## src/rtl/floor_slot_manager_if.sv

```systemverilog
// rtl/floor_slot_manager_if.sv - pixel/frame bus between the VGA side and the floor slot manager
interface floor_slot_manager_if;
  logic        frame_clk;
  logic        scroll_en;
  logic [9:0]  DrawX;
  logic [9:0]  DrawY;
  logic [2:0]  is_floor;
  logic [18:0] floor_read_address;
  logic        floor_hit_d2;

  modport master (
    output frame_clk, scroll_en, DrawX, DrawY,
    input  is_floor, floor_read_address, floor_hit_d2
  );

  modport slave (
    input  frame_clk, scroll_en, DrawX, DrawY,
    output is_floor, floor_read_address, floor_hit_d2
  );
endinterface

```

## src/rtl/floor_slot_manager.sv

```systemverilog
// rtl/floor_slot_manager.sv - scrolling floor slots, LFSR respawn and per-pixel floor ROM addressing
module floor_slot_manager #(
  parameter int          NUM_FLOORS  = 6,
  parameter int          FLOOR_W     = 120,
  parameter int          FLOOR_H     = 20,
  parameter int          SCREEN_W    = 640,
  parameter int          SCREEN_H    = 480,
  parameter int          SPACING     = 80,
  parameter int          SCROLL_STEP = 1,
  parameter logic [15:0] LFSR_SEED   = 16'hACE1
) (
  input logic Clk,
  input logic Reset_n,
  floor_slot_manager_if.slave bus
);

  localparam logic [9:0]  STEP_V      = 10'(SCROLL_STEP);
  localparam logic [9:0]  RESPAWN_ADD = 10'(NUM_FLOORS * SPACING - SCROLL_STEP);
  localparam logic [10:0] FLOOR_W_V   = 11'(FLOOR_W);
  localparam logic [10:0] FLOOR_H_V   = 11'(FLOOR_H);
  localparam logic [9:0]  SCREEN_H_V  = 10'(SCREEN_H);

  // Respawn x is a raw 9-bit LFSR slice, so the sprite must fit at x=511.
  generate
    if (SCREEN_W - FLOOR_W < 511) begin : g_bad_geometry
      $error("floor_slot_manager: respawn x range exceeds screen width");
    end
  endgenerate

  logic [9:0]  slot_x [NUM_FLOORS];
  logic [9:0]  slot_y [NUM_FLOORS];
  logic [2:0]  slot_t [NUM_FLOORS];
  logic [15:0] lfsr;
  logic        frame_clk_q;
  logic        tick;
  logic        lfsr_fb;
  logic        hit_q;

  function automatic logic [2:0] map_type(input logic [2:0] sel);
    case (sel)
      3'd1:        return 3'd2;
      3'd2:        return 3'd3;
      3'd3:        return 3'd4;
      3'd4, 3'd5:  return 3'd5;
      default:     return 3'd1;
    endcase
  endfunction

  assign tick    = bus.frame_clk & ~frame_clk_q;
  assign lfsr_fb = lfsr[15] ^ lfsr[13] ^ lfsr[12] ^ lfsr[10];

  always_ff @(posedge Clk) begin
    if (!Reset_n) begin
      frame_clk_q <= 1'b1;
      lfsr        <= LFSR_SEED;
      for (int i = 0; i < NUM_FLOORS; i++) begin
        slot_x[i] <= 10'(i * 100);
        slot_y[i] <= 10'(SPACING * (i + 1));
        slot_t[i] <= 3'd1;
      end
    end else begin
      frame_clk_q <= bus.frame_clk;
      if (tick) begin
        lfsr <= {lfsr[14:0], lfsr_fb};
        if (bus.scroll_en) begin
          // All slots expiring on this tick share the pre-advance LFSR value.
          for (int i = 0; i < NUM_FLOORS; i++) begin
            if (slot_y[i] >= STEP_V) begin
              slot_y[i] <= slot_y[i] - STEP_V;
            end else begin
              slot_y[i] <= slot_y[i] + RESPAWN_ADD;
              slot_x[i] <= {1'b0, lfsr[15:7]};
              slot_t[i] <= map_type(lfsr[2:0]);
            end
          end
        end
      end
    end
  end

  logic        hit;
  logic [2:0]  hit_t;
  logic [9:0]  hit_dx;
  logic [9:0]  hit_dy;
  logic [18:0] addr_next;

  always_comb begin
    hit    = 1'b0;
    hit_t  = 3'd0;
    hit_dx = 10'd0;
    hit_dy = 10'd0;
    for (int i = 0; i < NUM_FLOORS; i++) begin
      if (!hit &&
          ({1'b0, bus.DrawX} >= {1'b0, slot_x[i]}) &&
          ({1'b0, bus.DrawX} <  {1'b0, slot_x[i]} + FLOOR_W_V) &&
          ({1'b0, bus.DrawY} >= {1'b0, slot_y[i]}) &&
          ({1'b0, bus.DrawY} <  {1'b0, slot_y[i]} + FLOOR_H_V) &&
          (slot_y[i] < SCREEN_H_V)) begin
        hit    = 1'b1;
        hit_t  = slot_t[i];
        hit_dx = bus.DrawX - slot_x[i];
        hit_dy = bus.DrawY - slot_y[i];
      end
    end
    addr_next = 19'(hit_dy) * 19'(FLOOR_W) + 19'(hit_dx);
  end

  always_ff @(posedge Clk) begin
    if (!Reset_n) begin
      bus.is_floor           <= 3'd0;
      bus.floor_read_address <= 19'd0;
      hit_q                  <= 1'b0;
      bus.floor_hit_d2       <= 1'b0;
    end else begin
      bus.is_floor           <= hit ? hit_t : 3'd0;
      bus.floor_read_address <= hit ? addr_next : 19'd0;
      hit_q                  <= hit;
      bus.floor_hit_d2       <= hit_q;
    end
  end

endmodule

```

## src/flat_wrapper.sv

```systemverilog
// flat-port wrapper written by rule: the top's interface ports become plain ports
module floor_slot_manager_flat 
#(
  parameter int          NUM_FLOORS  = 6,
  parameter int          FLOOR_W     = 120,
  parameter int          FLOOR_H     = 20,
  parameter int          SCREEN_W    = 640,
  parameter int          SCREEN_H    = 480,
  parameter int          SPACING     = 80,
  parameter int          SCROLL_STEP = 1,
  parameter logic [15:0] LFSR_SEED   = 16'hACE1
)
  (Clk, Reset_n, bus_frame_clk, bus_scroll_en, bus_DrawX, bus_DrawY, bus_is_floor, bus_floor_read_address, bus_floor_hit_d2);
  floor_slot_manager_if bus_i ();
  input logic Clk;
  input logic Reset_n;
  input wire logic [$bits(bus_i.frame_clk)-1:0] bus_frame_clk;
  input wire logic [$bits(bus_i.scroll_en)-1:0] bus_scroll_en;
  input wire logic [$bits(bus_i.DrawX)-1:0] bus_DrawX;
  input wire logic [$bits(bus_i.DrawY)-1:0] bus_DrawY;
  output wire logic [$bits(bus_i.is_floor)-1:0] bus_is_floor;
  output wire logic [$bits(bus_i.floor_read_address)-1:0] bus_floor_read_address;
  output wire logic [$bits(bus_i.floor_hit_d2)-1:0] bus_floor_hit_d2;
  assign bus_i.frame_clk = bus_frame_clk;
  assign bus_i.scroll_en = bus_scroll_en;
  assign bus_i.DrawX = bus_DrawX;
  assign bus_i.DrawY = bus_DrawY;
  assign bus_is_floor = bus_i.is_floor;
  assign bus_floor_read_address = bus_i.floor_read_address;
  assign bus_floor_hit_d2 = bus_i.floor_hit_d2;
  floor_slot_manager #(.NUM_FLOORS(NUM_FLOORS), .FLOOR_W(FLOOR_W), .FLOOR_H(FLOOR_H), .SCREEN_W(SCREEN_W), .SCREEN_H(SCREEN_H), .SPACING(SPACING), .SCROLL_STEP(SCROLL_STEP), .LFSR_SEED(LFSR_SEED)) u_core (.Clk(Clk), .Reset_n(Reset_n), .bus(bus_i));
endmodule
```

## config.mk

```make
export PLATFORM = sky130hd
export DESIGN_NAME = floor_slot_manager_flat
export DESIGN_NICKNAME = d
export VERILOG_FILES = /design/src/rtl/floor_slot_manager_if.sv /design/src/rtl/floor_slot_manager.sv /design/src/flat_wrapper.sv
export SDC_FILE = /design/constraint.sdc
export NUM_CORES = 1
export LEC_CHECK = 0
export ABC_AREA = 1
export ABC_CLOCK_PERIOD_IN_PS = 8100
export BUFFER_PORTS_ARGS = -buffer_cell sky130_fd_sc_hd__buf_2
export CELL_PAD_IN_SITES_DETAIL_PLACEMENT = 2
export CELL_PAD_IN_SITES_GLOBAL_PLACEMENT = 2
export CORE_MARGIN = 2
export CORE_UTILIZATION = 25
export DETAILED_ROUTE_END_ITERATION = 16
export GPL_TIMING_DRIVEN = 0
export PLACE_DENSITY_LB_ADDON = 0.08
export SYNTH_ARGS = -nofsm -noshare
export SYNTH_HDL_FRONTEND = slang
export SYNTH_SLANG_ARGS = --single-unit
```

## constraint.sdc

```tcl
create_clock -name Clk -period 8.1 [get_ports Clk]
set_input_delay 0.405 -clock Clk [delete_from_list [all_inputs] [get_ports Clk]]
set_output_delay 0.405 -clock Clk [all_outputs]
set_load 0.005 [all_outputs]
```

==> impl_metrics.py, run 1 <==
metrics = {
    "clock_network": {
        "cts_made_buffers": 17,
        "clk_latency_ns": 0.50,
        "cts_max_level": 4,
        "path_clk_slew_ns": 0.08,
        "cts_tree": "built",
        "cts-root-buf": "clkbuf_16",
        "clk_path_buf_depth": 2,
        "numClockSinks": 172,
        "hold_buffers": 0,
    },
    "cells_and_area": {
        "num-fill-cells": 8526,
        "post-route-util": 0.283,
        "fin_area_um2": 20200,
        "post_layout_nonfiller_instances": 3452,
        "fin_nets": 2799,
        "layout-drive-gt1-share": 0.0668,
        "syn_to_final_growth_pct": 11.6,
    },
    "sta": {
        "fin_crit_sh": 0.925,
        "relSlewSlack": 0.313,
        "drv_slew": 0,
        "finalSetupViolations": 0,
        "finalHoldViolCount": 0,
        "tightest_slew_ns": 1.03,
        "fmax_mhz": 134,
        "fin_worst_skew_ns": 0.0188,
        "min_period_ns": 7.49,
    },
    "floorplanning": {
        "die_area_um2": 74700,
        "rows": 98,
        "ios": 47,
        "initial_core_util": 0.253,
        "fp.dieH_um": 273,
        "core_um2": 71600,
        "die_width_um": 273,
    },
    "worst_setup_path": {
        "critPathMaxFanout": 10,
        "crit_slowest_cell": "fa_1",
        "crit_type": "register to register",
        "cp.required_ns": 8.52,
        "end_kind": "register",
        "slowest_delay_ns": 0.56,
        "start_kind": "register",
        "arrival_ns": 7.91,
    },
    "power": {
        "p_clk_frac": 0.301,
        "swShare": 0.397,
        "p_switching_mw": 1.20,
        "p_seq_frac": 0.333,
        "p_int_mw": 1.82,
        "combPwrFrac": 0.366,
        "power.leakage_nw": 9.45,
        "ir_drop_mv": 0.0945,
        "power_density_nw_per_um2": 149,
    },
    "route": {
        "detail_route.vias_per_cell": 4.78,
        "drt_pass1_iterations": 4,
        "routed_wl_um": 73300,
        "drc_errors": 0,
        "drtIter0Drc": 604,
        "vias": 16500,
        "ant_nets": 0,
        "wl_per_cell_um": 21.2,
    },
    "placement": {
        "dpl.hpwl_um": 59800,
        "post_dp_cell_area_um2": 19600,
        "dp_cells": 3416,
        "gp_congestion": 0.815,
        "port_buffers": 44,
    },
    "worst_hold_path": {
        "hp-class": "primary input to register",
    },
    "global_routing": {
        "grt_first_pass_wirelength_um": 111000,
        "first_global_vias": 18100,
        "grt_use_met1": 0.273,
        "grt_max_degree": 18,
        "antenna_found_initial": 1,
        "grtUsageTotal": 0.199,
        "grt.overflow.total": 0,
        "use_met2": 0.336,
        "gr-usage-met3": 0.0207,
        "gr-max-usage-layer": "met2",
    },
    "synth": {
        "yosys_warnings": 0,
        "ys.flop_type": "edfxtp_1",
        "synth_most_common_cell": "nand2_1",
        "synth_edf_count": 132,
        "avgSynthCellArea_um2": 7.49,
        "ys_ff_latch": 172,
        "synth_fp_nets": 2732,
        "netlist_top_cells_count": "451 x nand2_1, 338 x inv_1, 276 x nor2_1",
        "synth_top_cell_by_area": "edfxtp_1",
        "synth_top_area_frac": 0.219,
        "syn_inst": 2421,
        "ys_seq_area_frac": 0.263,
        "netlist-cell-type-count": 60,
        "synth-async-reset-ratio": 0,
        "synth.cell_area_um2": 18100,
        "yosys-top-cells-area": "edfxtp_1 22%, ha_1 18%, nand2_1 9.3%",
    },
    "job": {
        "drv_cap": 0,
    },
    "status": {
        "outcome": "finished clean",
    },
}
-- placed cells by master, fill, tap and decap left out, types with 41 or more instances in the layout --
| master | instances |
|---|---|
| a21oi_1 | 182 |
| buf_2 | 54 |
| edfxtp_1 | 132 |
| ha_1 | 261 |
| inv_1 | 338 |
| nand2_1 | 449 |
| nand3_1 | 113 |
| nor2_1 | 273 |
| nor3_1 | 43 |
| o21ai_0 | 99 |
| xnor2_1 | 41 |
| xor2_1 | 122 |
-- stage by stage --
stage               hold slack, ns   TNS [ns]  power [mW]  setup WS, ns
floorplan                    0.390          0        1.77          1.86
global placement             0.404     -0.603        2.10        -0.236
detailed placement           0.410      -1.52        2.14        -0.403
CTS                          0.107          0        3.07        0.0296
global route                 0.138  -0.000794        3.26     -0.000794
finish                       0.132          0        3.02         0.609
-- worst max-delay path: cells and delay by family, from the launching register on --
kind,cells,cell delay [ns]
and+or+nand+nor,22,3.09
adders and majority gates,6,2.42
buffers and inverters,7,0.72
AOI/OAI and AO/OA,6,0.72
DFF,1,0.46
-- final timing paths --
check | from | endpoint | slack, ns | cells past startpoint
worst max-delay path | u_core.slot_y[0][2] | u_core.bus.floor_read_address[17] | 0.61 | 41
worst min-delay path | bus_frame_clk | u_core.frame_clk_q | 0.13 | 3
worst max register to register | u_core.slot_y[0][2] | u_core.bus.floor_read_address[17] | 0.61 | 41
worst min register to register | u_core.hit_q | u_core.bus.floor_hit_d2 | 0.42 | 2
-- state kept, by name, indices dropped and copies added, names as in the netlist --
signal and cells:
u_core.lfsr 16, u_core.slot_x 54, u_core.frame_clk_q 1, u_core.hit_q 1, u_core.slot_y 60, u_core.slot_t 18
u_core.bus.floor_hit_d2 1, u_core.bus.is_floor 3, u_core.bus.floor_read_address 18
-- per-layer routing --
metal | share of wire | vias up
met5 | 0 | -
li1 | - | 8217
met2 | 0.47 | 108
met4 | 0.017 | 0
met1 | 0.50 | 8123
met3 | 0.013 | 49
-- kinds of logic (layout without fill, tap and decap cells) --
| logic type | Yosys count | count (layout) | synth area share |
|---|---|---|---|
| flip-flops | 172 | 172 | 0.263 |
| adder cells (fa/ha/maj) | 287 | 287 | 0.209 |
| AND/OR/NAND/NOR | 983 | 983 | 0.231 |
| other | 1 | 2 | 0.000207 |
| AO/OA/AOI/OAI | 419 | 419 | 0.133 |
| XOR/XNOR | 163 | 163 | 0.0787 |
| buffers and inverters | 396 | 476 | 0.0855 |
-- layout make-up --
class	instances	area (µm²)	share of cell area
Antenna cell	1	2.50	0.000124
Clock buffer	19	464	0.0229
Sequential cell	172	4760	0.235
Tap cell	950	1190	0.0587
Inverter	354	1330	0.0657
Multi-Input combinational cell	1853	11900	0.586
Timing Repair Buffer	48	250	0.0124
Clock inverter	13	146	0.00723
Buffer	42	229	0.0113
-- power by group through the flow --
stage	logic, mW	registers (mW)	clock network (mW)
after floorplan	0.752	1.02	0
after global placement	1.07	1.03	0
after detailed placement	1.11	1.03	0
after CTS	1.12	1.01	0.939
after global routing	1.28	1.01	0.965
final	1.10	1.01	0.907
-- what timing repair did --
item,CTS,global route
hold endpoints to repair,0,0
endpoints found under the setup margin,5,5
resized for setup,4,13
buffers inserted,0,3
Power figures use the tool's default switching activity.
==> run 2, diff against run 1 <==
--- a/config.mk
+++ b/config.mk
@@ -10,7 +10,8 @@
 export BUFFER_PORTS_ARGS = -buffer_cell sky130_fd_sc_hd__buf_2
 export CELL_PAD_IN_SITES_DETAIL_PLACEMENT = 2
 export CELL_PAD_IN_SITES_GLOBAL_PLACEMENT = 2
-export CORE_MARGIN = 2
+export CORE_ASPECT_RATIO = 1.1
+export CORE_MARGIN = 1.5
 export CORE_UTILIZATION = 25
 export DETAILED_ROUTE_END_ITERATION = 16
 export GPL_TIMING_DRIVEN = 0
==> run 2 against run 1 <==
Setup slack better by 0.047 ns. Sequential cell count is the same. Utilization about the same. Clock skew fell by 0.0099 ns. Cell count is essentially flat. Largest cell class unchanged. Worst hold slack better by 0.023 ns. Highest routed layer unchanged.
==> impl_metrics.py, run 2 (same netlist as run 1, synthesis figures left out) <==
metrics = {
    "status": {
        "outcome": "finished clean",
    },
    "sta": {
        "fin_crit_sh": 0.919,
        "fmax_mhz": 134,
        "drv_slew": 0,
        "tightest_slew_ns": 1.01,
        "tns_ns": 0,
        "fin_hold_ws_ns": 0.155,
        "rsz0062_at_grt": "false",
        "min_period_ns": 7.44,
        "finalHoldViolCount": 0,
        "finalSetupViolations": 0,
        "relSlewSlack": 0.328,
        "fin_worst_skew_ns": 0.00892,
    },
    "cells_and_area": {
        "final_common_cell": "nand2_1",
        "syn_to_final_growth_pct": 12.0,
        "top_register": "u_core.slot_y",
        "antenna_cells": 0,
        "fin_nets": 2803,
        "largestRegisters": "u_core.slot_y: 60 flops, u_core.slot_x: 54 flops",
        "final_cell_mix": "449 x nand2_1, 338 x inv_1, 272 x nor2_1",
        "post-route-util": 0.283,
        "final-seq-area_um2": 4760,
        "num-fill-cells": 8406,
        "largest_register_ffs": 60,
        "multi_input_comb_area_um2": 11900,
        "fin_area_um2": 20300,
        "layout-drive-gt1-share": 0.0699,
    },
    "global_routing": {
        "grt_max_degree": 20,
        "antenna_found_initial": 0,
        "grt_first_pass_wirelength_um": 114000,
        "grt.overflow.total": 0,
        "grtUsageTotal": 0.205,
        "first_global_vias": 18400,
    },
    "route": {
        "drtIter0Drc": 626,
        "wl_per_cell_um": 21.5,
        "routed_wl_um": 74000,
        "drt_pass1_iterations": 5,
        "ant_nets": 0,
        "drc_errors": 0,
        "vias": 16600,
        "detail_route.vias_per_cell": 4.81,
    },
    "floorplanning": {
        "die_area_um2": 74200,
        "ios": 47,
        "initial_core_util": 0.253,
        "core_um2": 71800,
        "rows": 103,
        "fp.dieH_um": 285,
        "die_width_um": 260,
    },
    "worst_hold_path": {
        "hp-class": "primary input to register",
    },
    "worst_setup_path": {
        "worstSetupStartpoint": "u_core.slot_y[0][12]",
        "crit_type": "register to register",
        "critPathMaxFanout": 10,
        "endpoint": "u_core.bus.floor_read_address[17]",
        "reg2reg_from": "u_core.slot_y[0][12]",
        "reg2reg_slack_ns": 0.66,
        "timing.rr.end": "u_core.bus.floor_read_address[17]",
        "crit_slowest_cell": "fa_1",
        "arrival_ns": 7.88,
        "start_kind": "register",
        "slowest_delay_ns": 0.55,
        "end_kind": "register",
        "reg2regPathDepth": 39,
        "cp.required_ns": 8.53,
    },
    "clock_network": {
        "clk_latency_ns": 0.51,
        "cts_tree": "built",
        "cts_made_buffers": 17,
        "clk_path_buf_depth": 2,
        "numClockSinks": 172,
        "cts_max_level": 4,
        "hold_buffers": 0,
        "cts-root-buf": "clkbuf_16",
        "path_clk_slew_ns": 0.08,
    },
    "placement": {
        "port_buffers": 44,
        "post_dp_cell_area_um2": 19500,
        "gp_congestion": 0.830,
        "dpl.hpwl_um": 60200,
    },
    "power": {
        "power_density_nw_per_um2": 151,
        "power.leakage_nw": 9.49,
        "ir_drop_mv": 0.150,
        "total_power_mw": 3.06,
    },
    "job": {
        "drv_cap": 0,
    },
}
## run 2: cell types whose count changed in the layout (fill, tap and decap cells not counted), sizes merged
cell      delta
buf          +3
bufinv       -1
clkinv       +2
clkinvlp     -1
diode        -1
inv          +1
## run 2: area by class of cell
cell class,count,area share
well taps,945,0.0582
flip-flops and latches,172,0.235
repair buffers,52,0.0138
clock buffers,18,0.0222
plain buffers,42,0.0114
multi-input cells,1853,0.586
inverters,354,0.0656
clock inverters,14,0.00838
## run 2: routing by layer
metal,global-route usage,vias up,wire length [µm]
met5,0,-,0
met4,0.0526,0,1420
met3,0.0190,49,1100
met2,0.354,127,35900
met1,0.272,8219,35600
li1,-,8213,-
## run 2: worst max-delay path, delay by kind of cell, from the launching register on
| family | cells | cell delay, ns |
|---|---|---|
| AO/OA/AOI/OAI | 5 | 0.94 |
| XOR/XNOR | 1 | 0.15 |
| adder cells (fa/ha/maj) | 6 | 2.43 |
| buffers and inverters | 6 | 0.63 |
| flip-flops | 1 | 0.46 |
| AND/OR/NAND/NOR | 21 | 2.76 |
## run 2: power by group
part / internal, mW / switching (mW) / leakage [nW]
registers: 0.982 / 0.0239 / 1.54
clock network: 0.437 / 0.481 / 0.305
logic: 0.382 / 0.754 / 7.64
total: 1.80 / 1.26 / 9.49
## run 2: through the flow
stage               setup WS, ns  instances
floorplan                   1.86       2421
global placement          -0.190       3410
detailed placement        -0.382       3411
CTS                       0.0739       3443
global route              0.0173       3450
finish                     0.656       3450
## run 2: worst min path at each step
stage               depth (start not counted)          start  slack [ns]                       to
floorplan                                   2   u_core.hit_q        0.39  u_core.bus.floor_hit_d2
global placement                            2   u_core.hit_q        0.40  u_core.bus.floor_hit_d2
detailed placement                          2   u_core.hit_q        0.42  u_core.bus.floor_hit_d2
CTS                                         3  bus_frame_clk        0.13       u_core.frame_clk_q
global route                                3  bus_frame_clk        0.16       u_core.frame_clk_q
finish                                      3  bus_frame_clk        0.15       u_core.frame_clk_q
## run 2: timing repair
item / in CTS / in global routing
buffers inserted: 0 / 7
hold endpoints to repair: 0 / 0
setup endpoints to repair: 4 / 8
pin swaps: 0 / 5
gates resized for setup: 4 / 23
==> run 3, diff against run 2 <==
--- a/config.mk
+++ b/config.mk
@@ -8,9 +8,9 @@
 export ABC_AREA = 1
 export ABC_CLOCK_PERIOD_IN_PS = 8100
 export BUFFER_PORTS_ARGS = -buffer_cell sky130_fd_sc_hd__buf_2
-export CELL_PAD_IN_SITES_DETAIL_PLACEMENT = 2
+export CELL_PAD_IN_SITES_DETAIL_PLACEMENT = 0
 export CELL_PAD_IN_SITES_GLOBAL_PLACEMENT = 2
-export CORE_ASPECT_RATIO = 1.1
+export CORE_ASPECT_RATIO = 0.75
 export CORE_MARGIN = 1.5
 export CORE_UTILIZATION = 25
 export DETAILED_ROUTE_END_ITERATION = 16
==> run 3 against run 2 <==
Sequential cell count stayed put. Die area hardly changed. Largest power group unchanged. Cell count is 0.29% higher. Critical path type unchanged. Register-to-register slack better by 0.04 ns. Total power is 1.1% lower. Clock power hardly changed. Non-clock buffer count is 2 lower. Clock-buffer cell count is 1 lower. Largest cell class unchanged. First-iteration DRC count is 48% higher. Sequential share of layout area hardly changed.
==> impl_metrics.py, run 3 (same netlist as run 1, synthesis figures left out) <==
metrics = {
    "cells_and_area": {
        "largest_register_ffs": 60,
        "final_cell_mix": "449 x nand2_1, 338 x inv_1, 275 x nor2_1",
        "syn_to_final_growth_pct": 11.8,
        "fin_area_um2": 20300,
        "layout-drive-gt1-share": 0.0663,
        "fin_nets": 2801,
        "multi_input_comb_area_um2": 11900,
        "final-seq-area_um2": 4760,
        "antenna_cells": 0,
        "largestRegisters": "u_core.slot_y: 60 flops, u_core.slot_x: 54 flops",
        "top_register": "u_core.slot_y",
        "final_common_cell": "nand2_1",
        "num-fill-cells": 7774,
    },
    "sta": {
        "finalHoldViolCount": 0,
        "relSlewSlack": 0.189,
        "fmax_mhz": 135,
        "drv_slew": 0,
        "fin_crit_sh": 0.914,
        "tightest_slew_ns": 1.22,
        "tns_ns": 0,
        "worst_slack_ns": 0.693,
        "min_period_ns": 7.41,
        "fin_worst_skew_ns": 0.0197,
        "rsz0062_at_grt": "false",
        "finalSetupViolations": 0,
    },
    "route": {
        "detail_route.vias_per_cell": 4.68,
        "highest_layer": "met4",
        "wl_met2_um": 30100,
        "ant_nets": 0,
        "wl_per_cell_um": 20.2,
        "drc_errors": 0,
        "route.met3.wl_um": 2110,
        "m1WireLength_um": 36800,
        "drt_pass1_iterations": 8,
        "vias": 16200,
        "routed_wl_um": 70000,
        "drtIter0Drc": 928,
    },
    "floorplanning": {
        "die_area_um2": 74200,
        "rows": 85,
        "fp.dieH_um": 236,
        "die_width_um": 314,
        "initial_core_util": 0.253,
        "core_um2": 71800,
        "ios": 47,
    },
    "worst_setup_path": {
        "crit_slowest_cell": "fa_1",
        "slowest_delay_ns": 0.54,
        "critPathMaxFanout": 10,
        "crit_top_cell": "nor2_1",
        "end_kind": "register",
        "cp.required_ns": 8.55,
        "arrival_ns": 7.85,
        "crit_type": "register to register",
        "start_kind": "register",
    },
    "placement": {
        "port_buffers": 44,
        "gp_congestion": 0.823,
        "pre_cts_slack_ns": -0.227,
        "post_dp_cell_area_um2": 19600,
        "dpl.hpwl_um": 55000,
    },
    "clock_network": {
        "cts_made_buffers": 17,
        "cts_max_level": 4,
        "cts_tree": "built",
        "clk_latency_ns": 0.51,
        "numClockSinks": 172,
        "path_clk_slew_ns": 0.08,
        "hold_buffers": 0,
        "clk_path_buf_depth": 2,
        "cts-root-buf": "clkbuf_16",
    },
    "global_routing": {
        "antenna_found_initial": 1,
        "grtUsageTotal": 0.191,
        "grt.overflow.total": 0,
        "first_global_vias": 15900,
        "grt_max_degree": 22,
        "grt_first_pass_wirelength_um": 103000,
    },
    "status": {
        "outcome": "finished clean",
    },
    "worst_hold_path": {
        "hp-class": "primary input to register",
    },
    "job": {
        "drv_cap": 0,
    },
    "power": {
        "total_power_mw": 3.03,
        "power.leakage_nw": 9.47,
        "power_density_nw_per_um2": 149,
        "ir_drop_mv": 0.170,
    },
}
==> run 3: stage by stage <==
stage	hold slack [ns]	util	cells
CTS	0.113	0.281	3455
detailed placement	0.421	0.272	3423
global route	0.129	0.282	3460
finish	0.157	0.282	3460
global placement	0.433	0.272	3422
floorplan	0.390	-	2421
==> run 3: cell type report <==
type                       count  share of cell area
buffer                        42              0.0114
clock buffer                  17              0.0210
clock inverter                15             0.00993
inverter                     354              0.0656
multi-input combinational   1853               0.585
sequential                   172               0.235
tap                          957              0.0590
timing repair buffer          50              0.0131
==> run 3: worst paths after layout <==
path | to | slack, ns | start | cells after the start
hold / removal | u_core.frame_clk_q | 0.16 | bus_frame_clk | 3
setup reg to reg | u_core.bus.floor_read_address[16] | 0.69 | u_core.slot_y[0][2] | 37
setup / recovery | u_core.bus.floor_read_address[16] | 0.69 | u_core.slot_y[0][2] | 37
hold reg to reg | u_core.bus.floor_hit_d2 | 0.44 | u_core.hit_q | 2
==> run 3: layer usage <==
| metal | vias up | track usage |
|---|---|---|
| met5 | - | 0 |
| met4 | 0 | 0.0439 |
| met3 | 47 | 0.0253 |
| met2 | 235 | 0.290 |
| met1 | 7667 | 0.283 |
| li1 | 8237 | - |
==> run 3: worst max-delay path, delay by kind of cell, from the launching register on <==
family / cells / cell delay [ns]
AOI/OAI and AO/OA: 8 / 1.63
xor gates and xnor gates: 2 / 0.39
adders and majority gates: 6 / 2.33
buffers and inverters: 6 / 0.66
DFF: 1 / 0.46
and+or+nand+nor: 15 / 1.86
==> run 3: power by group <==
part	leakage [nW]	internal, mW	switching [mW]
Clock	0.303	0.427	0.487
Combinational	7.62	0.373	0.734
Sequential	1.54	0.982	0.0227
Total	9.47	1.78	1.24
==> run 3: what timing repair did <==
| item | 4_1_cts | 5_1_grt |
|---|---|---|
| gates resized for setup | 1 | 15 |
| endpoints found under the hold margin | 0 | 0 |
| setup buffers | 0 | 5 |
| gates cloned | 0 | 0 |
| endpoints found under the setup margin | 3 | 8 |
| pin swaps | 0 | 2 |
